## src/rtl/alu_pkg.sv

```systemverilog
// Shared ALU definitions: alu1 control encoding and the serial ALU state encoding.
package alu_pkg;

  localparam logic [2:0] ALU_ADD = 3'd2;
  localparam logic [2:0] ALU_SUB = 3'd3;
  localparam logic [2:0] ALU_AND = 3'd4;
  localparam logic [2:0] ALU_OR  = 3'd5;
  localparam logic [2:0] ALU_NOR = 3'd6;
  localparam logic [2:0] ALU_XOR = 3'd7;

  typedef enum logic [1:0] {
    IDLE = 2'd0,
    RUN  = 2'd1,
    DONE = 2'd2
  } state_e;

endpackage

```

## src/rtl/alu1.sv

```systemverilog
// One-bit ALU slice: full adder with B inversion for SUB, plus bitwise logic ops.
module alu1
  import alu_pkg::*;
(
  output logic       out,
  output logic       cout,
  input  logic       A,
  input  logic       B,
  input  logic       carryin,
  input  logic [2:0] control
);

  logic b_eff;
  logic sum;

  always_comb begin
    b_eff = (control == ALU_SUB) ? ~B : B;
    sum   = A ^ b_eff ^ carryin;
    cout  = (A & b_eff) | (A & carryin) | (b_eff & carryin);
    case (control)
      ALU_AND: out = A & B;
      ALU_OR:  out = A | B;
      ALU_NOR: out = ~(A | B);
      ALU_XOR: out = A ^ B;
      default: out = sum;
    endcase
  end

endmodule

```

## src/rtl/alu_serial.sv

```systemverilog
// Bit-serial WIDTH-bit ALU: one alu1 slice per clock, LSB first, with a
// start/busy/done handshake and result/flags held until the next completion.
module alu_serial
  import alu_pkg::*;
#(
  parameter int unsigned WIDTH = 32
) (
  input  logic             clock,
  input  logic             reset,
  input  logic             start,
  input  logic [WIDTH-1:0] A,
  input  logic [WIDTH-1:0] B,
  input  logic [2:0]       alu_op,
  output logic             busy,
  output logic             done,
  output logic [WIDTH-1:0] out,
  output logic             overflow,
  output logic             zero,
  output logic             negative
);

  localparam int unsigned CNT_W = $clog2(WIDTH);

  state_e           state_q;
  logic [WIDTH-1:0] a_sr_q;
  logic [WIDTH-1:0] b_sr_q;
  logic [WIDTH-1:0] res_sr_q;
  logic [2:0]       op_q;
  logic [CNT_W-1:0] cnt_q;
  logic             carry_q;
  logic [WIDTH-1:0] out_q;
  logic             overflow_q;
  logic             zero_q;
  logic             negative_q;

  logic             slice_out;
  logic             slice_cout;
  logic [WIDTH-1:0] res_d;
  logic             last_bit;
  logic             is_arith;

  alu1 u_alu1 (
    .out     (slice_out),
    .cout    (slice_cout),
    .A       (a_sr_q[0]),
    .B       (b_sr_q[0]),
    .carryin (carry_q),
    .control (op_q)
  );

  assign res_d    = {slice_out, res_sr_q[WIDTH-1:1]};
  assign last_bit = (cnt_q == CNT_W'(WIDTH - 1));
  assign is_arith = (op_q == ALU_ADD) || (op_q == ALU_SUB);

  // Control FSM and serial datapath; flags and out update only on entry to DONE.
  always_ff @(posedge clock) begin
    if (reset) begin
      state_q    <= IDLE;
      a_sr_q     <= '0;
      b_sr_q     <= '0;
      res_sr_q   <= '0;
      op_q       <= '0;
      cnt_q      <= '0;
      carry_q    <= 1'b0;
      out_q      <= '0;
      overflow_q <= 1'b0;
      zero_q     <= 1'b0;
      negative_q <= 1'b0;
    end else begin
      case (state_q)
        IDLE, DONE: begin
          if (start) begin
            a_sr_q  <= A;
            b_sr_q  <= B;
            op_q    <= alu_op;
            cnt_q   <= '0;
            carry_q <= alu_op[0];
            state_q <= RUN;
          end else begin
            state_q <= IDLE;
          end
        end
        RUN: begin
          a_sr_q   <= {1'b0, a_sr_q[WIDTH-1:1]};
          b_sr_q   <= {1'b0, b_sr_q[WIDTH-1:1]};
          res_sr_q <= res_d;
          carry_q  <= slice_cout;
          cnt_q    <= cnt_q + CNT_W'(1);
          if (last_bit) begin
            // On the MSB step carry_q is the carry into the MSB.
            out_q      <= res_d;
            overflow_q <= is_arith & (carry_q ^ slice_cout);
            zero_q     <= (res_d == '0);
            negative_q <= slice_out;
            state_q    <= DONE;
          end
        end
        default: state_q <= IDLE;
      endcase
    end
  end

  assign busy     = (state_q == RUN);
  assign done     = (state_q == DONE);
  assign out      = out_q;
  assign overflow = overflow_q;
  assign zero     = zero_q;
  assign negative = negative_q;

endmodule

```

## config.mk

```make
export PLATFORM = sky130hd
export DESIGN_NAME = alu_serial
export DESIGN_NICKNAME = d
export VERILOG_FILES = /design/src/rtl/alu_pkg.sv /design/src/rtl/alu1.sv /design/src/rtl/alu_serial.sv
export SDC_FILE = /design/constraint.sdc
export NUM_CORES = 1
export LEC_CHECK = 0
export CAP_MARGIN = 20
export CORE_UTILIZATION = 51
export DETAILED_ROUTE_END_ITERATION = 8
export GPL_ROUTABILITY_DRIVEN = 1
export PLACE_DENSITY = 0.81
export SYNTH_ARGS = -nofsm -noshare
export SYNTH_HDL_FRONTEND = slang
export SYNTH_SLANG_ARGS = --single-unit
```

## constraint.sdc

```tcl
create_clock -name clock -period 2.09 [get_ports clock]
set_clock_uncertainty 0.05 [all_clocks]
set_input_delay 0.418 -clock clock [delete_from_list [all_inputs] [get_ports clock]]
set_output_delay 0.418 -clock clock [all_outputs]
set_load 0.005 [all_outputs]
```

# Yosys cells after proc, flatten, opt, wreduce, memory -nomap -nowiden

Index checks and enable logic that the tools add are counted.

Flip-flop bits (word level): 142
Input bits: 70
Word-level logic and storage cells: 58

Add/subtract/negate cells: 1
Equal/unequal tests: 11
Mux-type cells: 13
Bitwise gates (word level): 14
Reduce and logical (&&, ||, !) cells: 8

Operators by type and width:

| operator              | number |
|---|---|
| $pmux W32 S2          | 2 |
| $mux W32              | 2 |
| $logic_not A32 Y1     | 1 |
| $eq A3 B3 Y1 const B  | 4 |
| $pmux W5 S2           | 1 |
| $eq A3 B2 Y1 const B  | 2 |
| $reduce_and A2 Y1     | 3 |
| $add A5 B1 Y5 const B | 1 |
| $and A1 B1 Y1         | 5 |
| $eq A5 B5 Y1 const B  | 1 |
| $mux W5               | 1 |
| $pmux W1 S4           | 1 |
| $pmux W2 S2           | 1 |
| $xor A1 B1 Y1         | 4 |
| $mux W1               | 3 |
| $or A1 B1 Y1          | 3 |
| $eq A2 B1 Y1 const B  | 1 |
| $eq A2 B2 Y1 const B  | 1 |
| $logic_not A2 Y1      | 1 |
| $mux W2               | 1 |
| $ne A2 B1 Y1 const B  | 1 |
| $ne A2 B2 Y1 const B  | 1 |
| $not A1 Y1            | 2 |
| $pmux W1 S2           | 1 |
| 3 further kinds       | 3 |

# Longest topological paths before layout

Gate-level depths: netlist of run 1.

Depth in word-level cells: 7
Gate-level depth with buffers: 9
Mapped depth without buffers: 7

# By module

From an unflattened synthesis of run 1, not the netlist that was laid out.

Cell total of the unflattened synthesis: 648
Area, all modules: 5,331.4 um2

Modules (own cells, without submodules):

| module     | times used | cells an instance | area each (um2) |
|---|---|---|---|
| alu_serial | 1          | 632               | 5,213.8 |
| alu1       | 1          | 16                | 117.6 |

# Worst setup path after synthesis of run 1

Ideal clock, no wire load.

Kind: register to register
From: register op_q[1]
To: register zero_q, in the netlist zero
Setup time: 0.067 ns
Data arrival time: 1.809 ns
Data required time: 1.973 ns
Path slack: 0.163 ns
Cell stages (with the launch flop): 8
Path buffers: 0
Cells stage by stage: dfxtp_1 nor2b_1 nand2_1 xnor2_1 fa_1 nand2b_1 a2111o_1 a21oi_2

Word-level cells in the longest chain between the ends: 6
Elaborated cells between the ends (all ways): 10
Classes of those cells: 5 x eq/ne; 2 x mux; 2 x bitwise; 1 x reduce/logical

Ends and longest elaborated chain:

| item                       | RTL line         | source |
|---|---|---|
| start, declared            | alu_serial.sv:28 | `logic [2:0] op_q;` |
| start signal, assigned     | alu_serial.sv:75 | `op_q <= alu_op;` |
| $eq A3 B2 Y1               | alu1.sv:17       | `b_eff = (control == ALU_SUB) ? ~B : B;` |
| $mux W1                    | alu1.sv:17       |  |
| $xor A1 B1 Y1 (2 in a row) | alu1.sv:18       | `sum = A ^ b_eff ^ carryin;` |
| $pmux W1 S4 (*)            | alu1.sv:20       | `case (control)` |
| $logic_not A32 Y1 (*)      | alu_serial.sv:93 | `zero_q <= (res_d == '0);` |
| end signal, assigned       | alu_serial.sv:93 |  |
| end, declared              | alu_serial.sv:33 | `logic zero_q;` |

Every way passes the cells marked *; elsewhere a longest branch is shown, timed or not.
A chain may end at the register's enable or synchronous reset.

# Worst setup path in the final report of run 1

From: register state_q[0]
To: output done

Word-level cells in the longest chain between the ends: 1

Ends and longest elaborated chain:

| item                   | RTL line          | source |
|---|---|---|
| start, declared        | alu_serial.sv:24  | `state_e state_q;` |
| start signal, assigned | alu_serial.sv:58  | `state_q <= IDLE;` |
| start signal, assigned | alu_serial.sv:78  | `state_q <= RUN;` |
| start signal, assigned | alu_serial.sv:80  | `state_q <= IDLE;` |
| $eq A2 B2 Y1           | alu_serial.sv:104 | `assign done = (state_q == DONE);` |
| end, declared          | alu_serial.sv:15  | `output logic done,` |

Every way passes these cells.

==> impl_metrics.py, run 1 <==
metrics = {
    "status": {
        "outcome": "complete, no violations",
    },
    "clock_network": {
        "clockBufferDepth": 2,
        "clock-sinks": 140,
        "clk_pin_slew_ns": 0.06,
        "cts-buffers-inserted": 17,
        "htreeDepth": 4,
        "cts_tree": "built",
        "clkLatencyLatePin_ns": 0.53,
        "cts_root_buf": "clkbuf_8",
    },
    "logic_synthesis": {
        "synth.distinct_cells": 33,
        "synth_nets": 720,
        "seq_area_frac_synth": 0.5247,
        "ys.flop_type": "dfxtp_1",
        "synth_area_leader_cell": "dfxtp_1",
        "ys.warnings.count": 0,
        "synthCells": 645,
        "synthMostInstantiatedCell": "nand2_1",
        "avgSynthCellArea_sq_um": 8.281,
        "synth_area_leaders": "dfxtp_1 (52%), nand2_1 (13%), a21oi_1 (12%)",
        "synthTopCellsByCount": "nand2_1 (190), dfxtp_1 (140), a21oi_1 (128), a22oi_1 (66), clkbuf_1 (30)",
        "async_flop_share": 0,
        "synth_top_area_share": 0.5247,
        "synth-edff-count": 0,
        "ys_ff_latch": 140,
        "mappedNetlistArea_sq_um": 5341,
    },
    "timing": {
        "tightest_slew_ns": 0.5256,
        "slew_violations": 0,
        "final.min_clock_period_ns": 2.023,
        "rsz0062_at_grt": "false",
        "timing.slew.headroom": 0.6496,
        "setup_viol": 0,
        "timing.final.ws_setup_ns": 0.06670,
        "tns_ns": 0,
        "finalCritPeriodShare": 0.9681,
        "fmax_ghz": 0.4942,
        "hold_viol": 0,
    },
    "finish": {
        "nNetsFinal": 810,
        "n_antenna_cell": 0,
        "area_growth_pct": 34.06,
        "drive_gt1_frac": 0.07517,
    },
    "power_and_ir_drop": {
        "ir_drop_mv": 0.6375,
        "p_per_area_nw_per_um2": 902.8,
        "p_leak_nw": 2.525,
    },
    "global_route": {
        "overflow": 0,
        "grt_start_max_net_pins": 48,
        "grt_pass1_vias": 4627,
        "antenna_found_initial": 0,
        "grt_pass1_wl_mm": 20.58,
        "grt_usage": 0.2314,
    },
    "detailed_routing": {
        "vias": 4823,
        "via_per_inst": 5.493,
        "ant_nets": 0,
        "drc": 0,
        "dr.pass1.iters": 5,
        "dr.first_iter.drc_count": 205,
        "wl_per_cell_um": 14.17,
        "routed_wl_mm": 12.44,
    },
    "setup_path": {
        "slowest_delay_ns": 0.52,
        "critPathKind": "reg2out",
        "crit_chain": "nor2b_1 > clkdlybuf4s50_1",
        "cp.required_ns": 1.62,
        "worstSetupEndpointType": "output port",
        "slowest_stage": "clkdlybuf4s50_1",
        "worstPathArrival_ns": 1.56,
        "start_kind": "flip-flop",
        "cp_max_fo": 3,
    },
    "placed_design": {
        "gp_congestion": 0.7963,
        "hpwl_mm": 8.121,
        "dp_slack_ns": 0.1440,
        "port-buffer-count": 106,
    },
    "die": {
        "io_pins": 107,
        "core_sq_um": 9955,
        "start_util": 0.5366,
        "die_h_um": 104.3,
        "rows": 36,
        "die_width_um": 104.3,
        "die-area_sq_um": 10890,
    },
    "flow_run": {
        "cap_violations": 0,
    },
    "hold_path": {
        "hp-class": "in2reg",
    },
}
==> cell type report <==
type                    instances  area, sq um
inverters                       5        21.27
well taps                     133        166.4
flip-flops and latches        140         2806
repair buffers                125         1276
fillers                       731         2794
multi-input cells             446         2288
clock buffers                  22        462.9
clock inverters                 7        138.9
==> path summary, 6_finish.rpt <==
kind | startpoint | to | slack [ns] | cells after the start
setup / recovery | state_q[0]$_SDFFE_PP0P_ | done | 0.07 | 2
setup reg to reg | op_q[1]$_SDFFE_PP0P_ | zero$_SDFFE_PP0P_ | 0.14 | 7
hold reg to reg | out[11]$_SDFFE_PP0P_ | out[11]$_SDFFE_PP0P_ | 0.40 | 2
hold / removal | reset | a_sr_q[31]$_SDFFE_PP0P_ | 0.30 | 2
==> flip-flops by register name, summed over array words and instances, names as in the netlist, 2 cells and up <==
register	flops
a_sr_q	32
b_sr_q	32
cnt_q	5
op_q	3
out	32
res_sr_q	31
state_q	2
==> worst max-delay path, delay by kind of cell (launching register included) <==
kind | cells | cell delay [ns]
AND/OR/NAND/NOR | 1 | 0.14
flip-flops | 1 | 0.37
buffers and inverters | 1 | 0.52
==> cells in the final DEF (no fill, tap or decap), types with 4 or more instances in the layout <==
cell type	synthesis	routed
buf_12	0	6
clkdlybuf4s50_1	0	105
bufinv_16	0	4
inv_1	4	4
a22oi_1	66	66
a21oi_1	128	128
nand2_1	190	190
buf_4	2	14
clkbuf_16	0	16
nor4_1	7	7
dfxtp_1	140	139
ha_1	4	4
mux2i_1	4	4
clkbuf_8	0	4
nor2_1	19	19
==> where the power goes <==
group,switching [mW],leakage [nW],internal (mW),total (mW)
logic,0.299,1.09,0.272,0.571
clock network,1.05,0.297,2.01,3.06
registers,0.0599,1.14,2.77,2.83
total,1.41,2.53,5.05,6.46
==> per-layer routing <==
metal | vias to the layer above | share of wire | routed length, um | track usage
met4 | 0 | 0.016 | 193 | 0.08878
li1 | 2381 | - | - | -
met3 | 16 | 0.064 | 801 | 0.08020
met2 | 155 | 0.51 | 6357 | 0.3917
met5 | - | 0 | 0 | 0
met1 | 2271 | 0.41 | 5088 | 0.2673
==> per-stage QoR <==
step                      hold WS, ns  total power [mW]  utilization  area (sq um)  cells
final                          0.3035             6.465       0.7193          7161    878
after global routing           0.3169             6.707       0.7193          7161    878
after CTS                      0.2927             6.494       0.7181          7148    878
after detailed placement       0.3956             3.442       0.6565          6535    848
after global placement         0.3916             3.419       0.6565          6535    848
after floorplan                0.3868             3.202            -          5341    645
==> logic make-up (layout without fill, tap and decap cells) <==
family | Yosys count | after routing | share of synthesized area
AO/OA/AOI/OAI | 199 | 199 | 0.2209
multiplexers | 5 | 5 | 0.01031
adder cells (fa/ha/maj) | 5 | 5 | 0.01312
buffers and inverters | 59 | 159 | 0.05013
flip-flops | 140 | 140 | 0.5247
AND/OR/NAND/NOR | 235 | 235 | 0.1776
XOR/XNOR | 2 | 2 | 0.003280
==> what timing repair did <==
action | 4_1_cts | 5_1_grt
setup endpoints to repair | 1 | 2
hold buffers | 0 | 0
setup buffers | 1 | 0
resized for setup | 2 | 3
hold endpoints to repair | 0 | 0
Power figures use the tool's default switching activity.
==> inputs of run 2 (changes only) <==
- PLACE_DENSITY: 0.81 -> 0.79
==> run 2 against run 1 <==
Compared with the run above:
- sequential cell count is the same
- worst setup slack gained 0.016 ns
- critical path type unchanged
- die area is the same
- global-route usage shrank 0.20 points
- fmax grew 0.82%
- via count is essentially flat
- non-clock buffer count shrank 2
- final area shrank 0.49%
- sequential power is essentially flat
- combinational power shrank 1%
- count of clock-buffer cells in the layout shrank 3
- sequential share of layout area grew 0.19 points
==> impl_metrics.py, run 2 (synthesized netlist as in run 1, its figures left out) <==
metrics = {
    "status": {
        "outcome": "complete, no violations",
    },
    "detailed_routing": {
        "dr.first_iter.drc_count": 253,
        "dr.pass1.iters": 5,
        "wl_per_cell_um": 14.01,
        "vias": 4821,
        "via_per_inst": 5.485,
        "drc": 0,
        "routed_wl_mm": 12.31,
        "ant_nets": 0,
    },
    "timing": {
        "tightest_slew_ns": 0.4889,
        "fmax_ghz": 0.4983,
        "slew_violations": 0,
        "timing.slew.headroom": 0.6740,
        "rsz0062_at_grt": "false",
        "finalCritPeriodShare": 0.9602,
        "tns_ns": 0,
        "setup_viol": 0,
        "whs_ns": 0.2949,
        "hold_viol": 0,
        "final.min_clock_period_ns": 2.007,
        "timing.final.ws_setup_ns": 0.08310,
    },
    "setup_path": {
        "startpoint": "state_q[1]$_SDFFE_PP0P_",
        "cp.required_ns": 1.62,
        "cp_max_fo": 2,
        "slowest_delay_ns": 0.49,
        "reg2reg_setup_slack_ns": 0.09,
        "critPathKind": "reg2out",
        "rr_endpoint": "zero$_SDFFE_PP0P_",
        "worstPathArrival_ns": 1.54,
        "worstSetupEndpointType": "output port",
        "slowest_stage": "clkdlybuf4s50_1",
        "worstReg2RegStart": "op_q[2]$_SDFFE_PP0P_",
        "start_kind": "flip-flop",
        "endpoint": "busy",
        "worstRegToRegCells": 7,
        "crit_chain": "nand2b_4 > inv_4 > clkdlybuf4s50_1",
    },
    "power_and_ir_drop": {
        "swShare": 0.2414,
        "p_comb_frac": 0.088,
        "p_leak_nw": 2.502,
        "switching_power_mw": 1.535,
        "pwr-share-seq": 0.445,
        "p_total_mw": 6.360,
        "ir_drop_mv": 0.6006,
        "power.internal_mw": 4.825,
        "power_frac_clock": 0.467,
        "p_per_area_nw_per_um2": 892.5,
    },
    "die": {
        "die_h_um": 104.3,
        "start_util": 0.5366,
        "die_width_um": 104.3,
        "core_sq_um": 9955,
        "die-area_sq_um": 10890,
        "io_pins": 107,
        "rows": 36,
    },
    "finish": {
        "layout_common_cells": "nand2_1 (190), dfxtp_1 (139), a21oi_1 (128)",
        "nNetsFinal": 808,
        "drive_gt1_frac": 0.07909,
        "area_growth_pct": 33.40,
        "n_antenna_cell": 0,
        "final_common_cell": "nand2_1",
    },
    "clock_network": {
        "clockBufferDepth": 2,
        "cts_root_buf": "clkbuf_8",
        "clkLatencyLatePin_ns": 0.52,
        "cts_hold_buf": 0,
        "clk_pin_slew_ns": 0.06,
        "cts-buffers-inserted": 17,
        "cts_tree": "built",
        "clock-sinks": 140,
        "htreeDepth": 4,
    },
    "placed_design": {
        "dp_slack_ns": 0.1214,
        "hpwl_mm": 8.026,
        "gp_congestion": 0.7866,
        "port-buffer-count": 106,
    },
    "global_route": {
        "grt_pass1_wl_mm": 20.32,
        "antenna_found_initial": 0,
        "top_usage_layer": "met2",
        "grt_start_max_net_pins": 60,
        "grt_usage": 0.2294,
        "overflow": 0,
        "grt_pass1_vias": 4544,
        "use_met3": 0.07393,
        "use_met2": 0.3855,
        "grtUsageMet1": 0.2703,
    },
    "flow_run": {
        "cap_violations": 0,
    },
    "hold_path": {
        "hp-class": "in2reg",
    },
}
## run 2: critical path, delay by kind of cell (launching register included)
kind                   cells  cell delay [ns]
buffers and inverters      2             0.56
flip-flops                 1             0.32
AND/OR/NAND/NOR            1             0.15
## run 2: worst min path at each step
stage,endpoint,startpoint,cells after the start
2_1_floorplan,a_sr_q[10]$_SDFFE_PP0P_,a_sr_q[10]$_SDFFE_PP0P_,2
3_3_place_gp,b_sr_q[16]$_SDFFE_PP0P_,b_sr_q[16]$_SDFFE_PP0P_,2
3_5_place_dp,out[16]$_SDFFE_PP0P_,out[16]$_SDFFE_PP0P_,2
4_1_cts,cnt_q[0]$_SDFFE_PP0P_,reset,2
5_1_grt,state_q[0]$_SDFFE_PP0P_,reset,2
6_report,state_q[0]$_SDFFE_PP0P_,reset,2
## run 2: power groups by stage
stage | clock [mW] | combinational (mW) | sequential (mW)
floorplan | 0 | 0.335 | 2.87
global placement | 0 | 0.539 | 2.88
detailed placement | 0 | 0.556 | 2.88
CTS | 3.02 | 0.563 | 2.83
global route | 3.14 | 0.621 | 2.84
finish | 2.97 | 0.563 | 2.83
## run 2: area by class of cell
cell class,instances,area (sq um)
repair buffers,123,1249
flip-flops and latches,140,2806
clock buffers,19,441.7
multi-input cells,446,2288
fillers,760,2829
inverters,5,21.27
clock inverters,13,152.6
well taps,133,166.4
## run 2: stage by stage
stage / cell area, sq um / utilization / std cells
floorplan: 5341 / - / 645
global placement: 6507 / 0.6537 / 846
detailed placement: 6507 / 0.6537 / 846
CTS: 7113 / 0.7146 / 879
global route: 7126 / 0.7158 / 879
finish: 7126 / 0.7158 / 879
## run 2: timing repair
| item | 4_1_cts | 5_1_grt |
|---|---|---|
| endpoints found under the setup margin | 1 | 2 |
| gates resized for setup | 2 | 3 |
| buffers inserted | 1 | 0 |
## run 2: layer usage
layer,vias to the layer above,share of wire
met5,-,0
met4,0,0.017
met3,24,0.060
met2,159,0.50
met1,2248,0.42
li1,2390,-
==> edit, RTL diff (settings of run 1) <==
Change the parameter `WIDTH` from 32 to 16.
--- a/src/rtl/alu_serial.sv
+++ b/src/rtl/alu_serial.sv
@@ -5,3 +5,3 @@
 #(
-  parameter int unsigned WIDTH = 32
+  parameter int unsigned WIDTH = 16
 ) (
Interface: changed (resized A, B and out); port bits go from 107 to 59. No check against the original RTL was run, so the function may have changed too.
==> edit against run 1 <==
Sequential cell count decreased by 65; synthesized area decreased by 43%; wire length shrank 51%; critical path depth grew 1; sequential share of layout area increased by 0.51 points; setup slack gained 0.081 ns; design area down 47%; power down 55%.
==> edit: results (changes against run 1) <==
Status
  – Status: finished, final reports clean

Route
  – DRT Pass-1 Iters: 4 (-1)
  – Wirelength, routed: 6050 microns (-51%)
  – Wire per inst: 12.8 microns (-9.7%)

Timing
  – Hold_ws: 0.407 ns (+0.103 ns)

Power
  – Seq group: 1.52 mW (-46%)
  – P_comb: 322 uW (-44%)

Setup path
  – CP Capture Point: busy
  – Slowest cell delay on critical path: 0.49 ns (-0.03 ns)
  – Reg-to-Reg End: res_sr_q[15]
  – Worst path arrival time: 1.47 ns (-0.09 ns)

Synth
  – Post-synth top cells: nand2_1 (90), dfxtp_1 (75), a21oi_1 (62)
  – Mux cell area share after synthesis: 1.97% (+0.94 points)
  – XOR/XNOR Fraction of Synth Area: 0.575% (+0.25 points)
  – Sequential element share of the synthesized area: 49.3% (-3.2 points)

CTS
  – Clk_lat worst skew: 0.34 ns (-0.19 ns)
  – Resize count post-CTS: 1 (-1)

Placed design
  – Number of buffers added on ports: 58 (-45%)
  – Dpl hpwl: 4020 microns (-51%)
  – DP Area: 3600 sq um (-45%)

Layout
  – Nets@finish: 440 (-46%)
  – Layout cell share with drive strength beyond 1: 7.48% (-0.035 points)

Min path
  – Type of the most critical hold path: register to register

Global routing
  – Gr usage total: 20.8% (-2.4 points)
  – Largest net degree at the start of global routing: 41 (-15%)
  – Vias in the first global route: 2288 (-51%)
-- edit: cell types whose count changed after synthesis, moves of 6 or more --
cell | before | now
a21oi_1 | 128 | 62
buf_2 | 19 | 3
a22oi_1 | 66 | 33
clkbuf_1 | 30 | 7
dfxtp_1 | 140 | 75
buf_6 | 2 | 8
nand2_1 | 190 | 90
-- edit: critical path, delay by kind of cell (launching register included) --
family	cells	cell delay (ns)
flops	1	0.39
buf+inv	2	0.58
simple gates	1	0.15
-- edit: layout make-up --
class / instances / area, sq um
Clock inverter: 3 / 40.0
Sequential cell: 75 / 1500
Multi-Input combinational cell: 240 / 1320
Tap cell: 72 / 90.1
Clock buffer: 11 / 141
Fill cell: 481 / 1860
Inverter: 7 / 33.8
Timing Repair Buffer: 65 / 653
-- edit: layer usage --
| metal | global-route usage (%) | share of wire (%) |
|---|---|---|
| met5 | 0 | 0 |
| met4 | 10.9 | 1.8 |
| met3 | 4.94 | 4.7 |
| met2 | 34.7 | 48 |
| met1 | 24.7 | 46 |
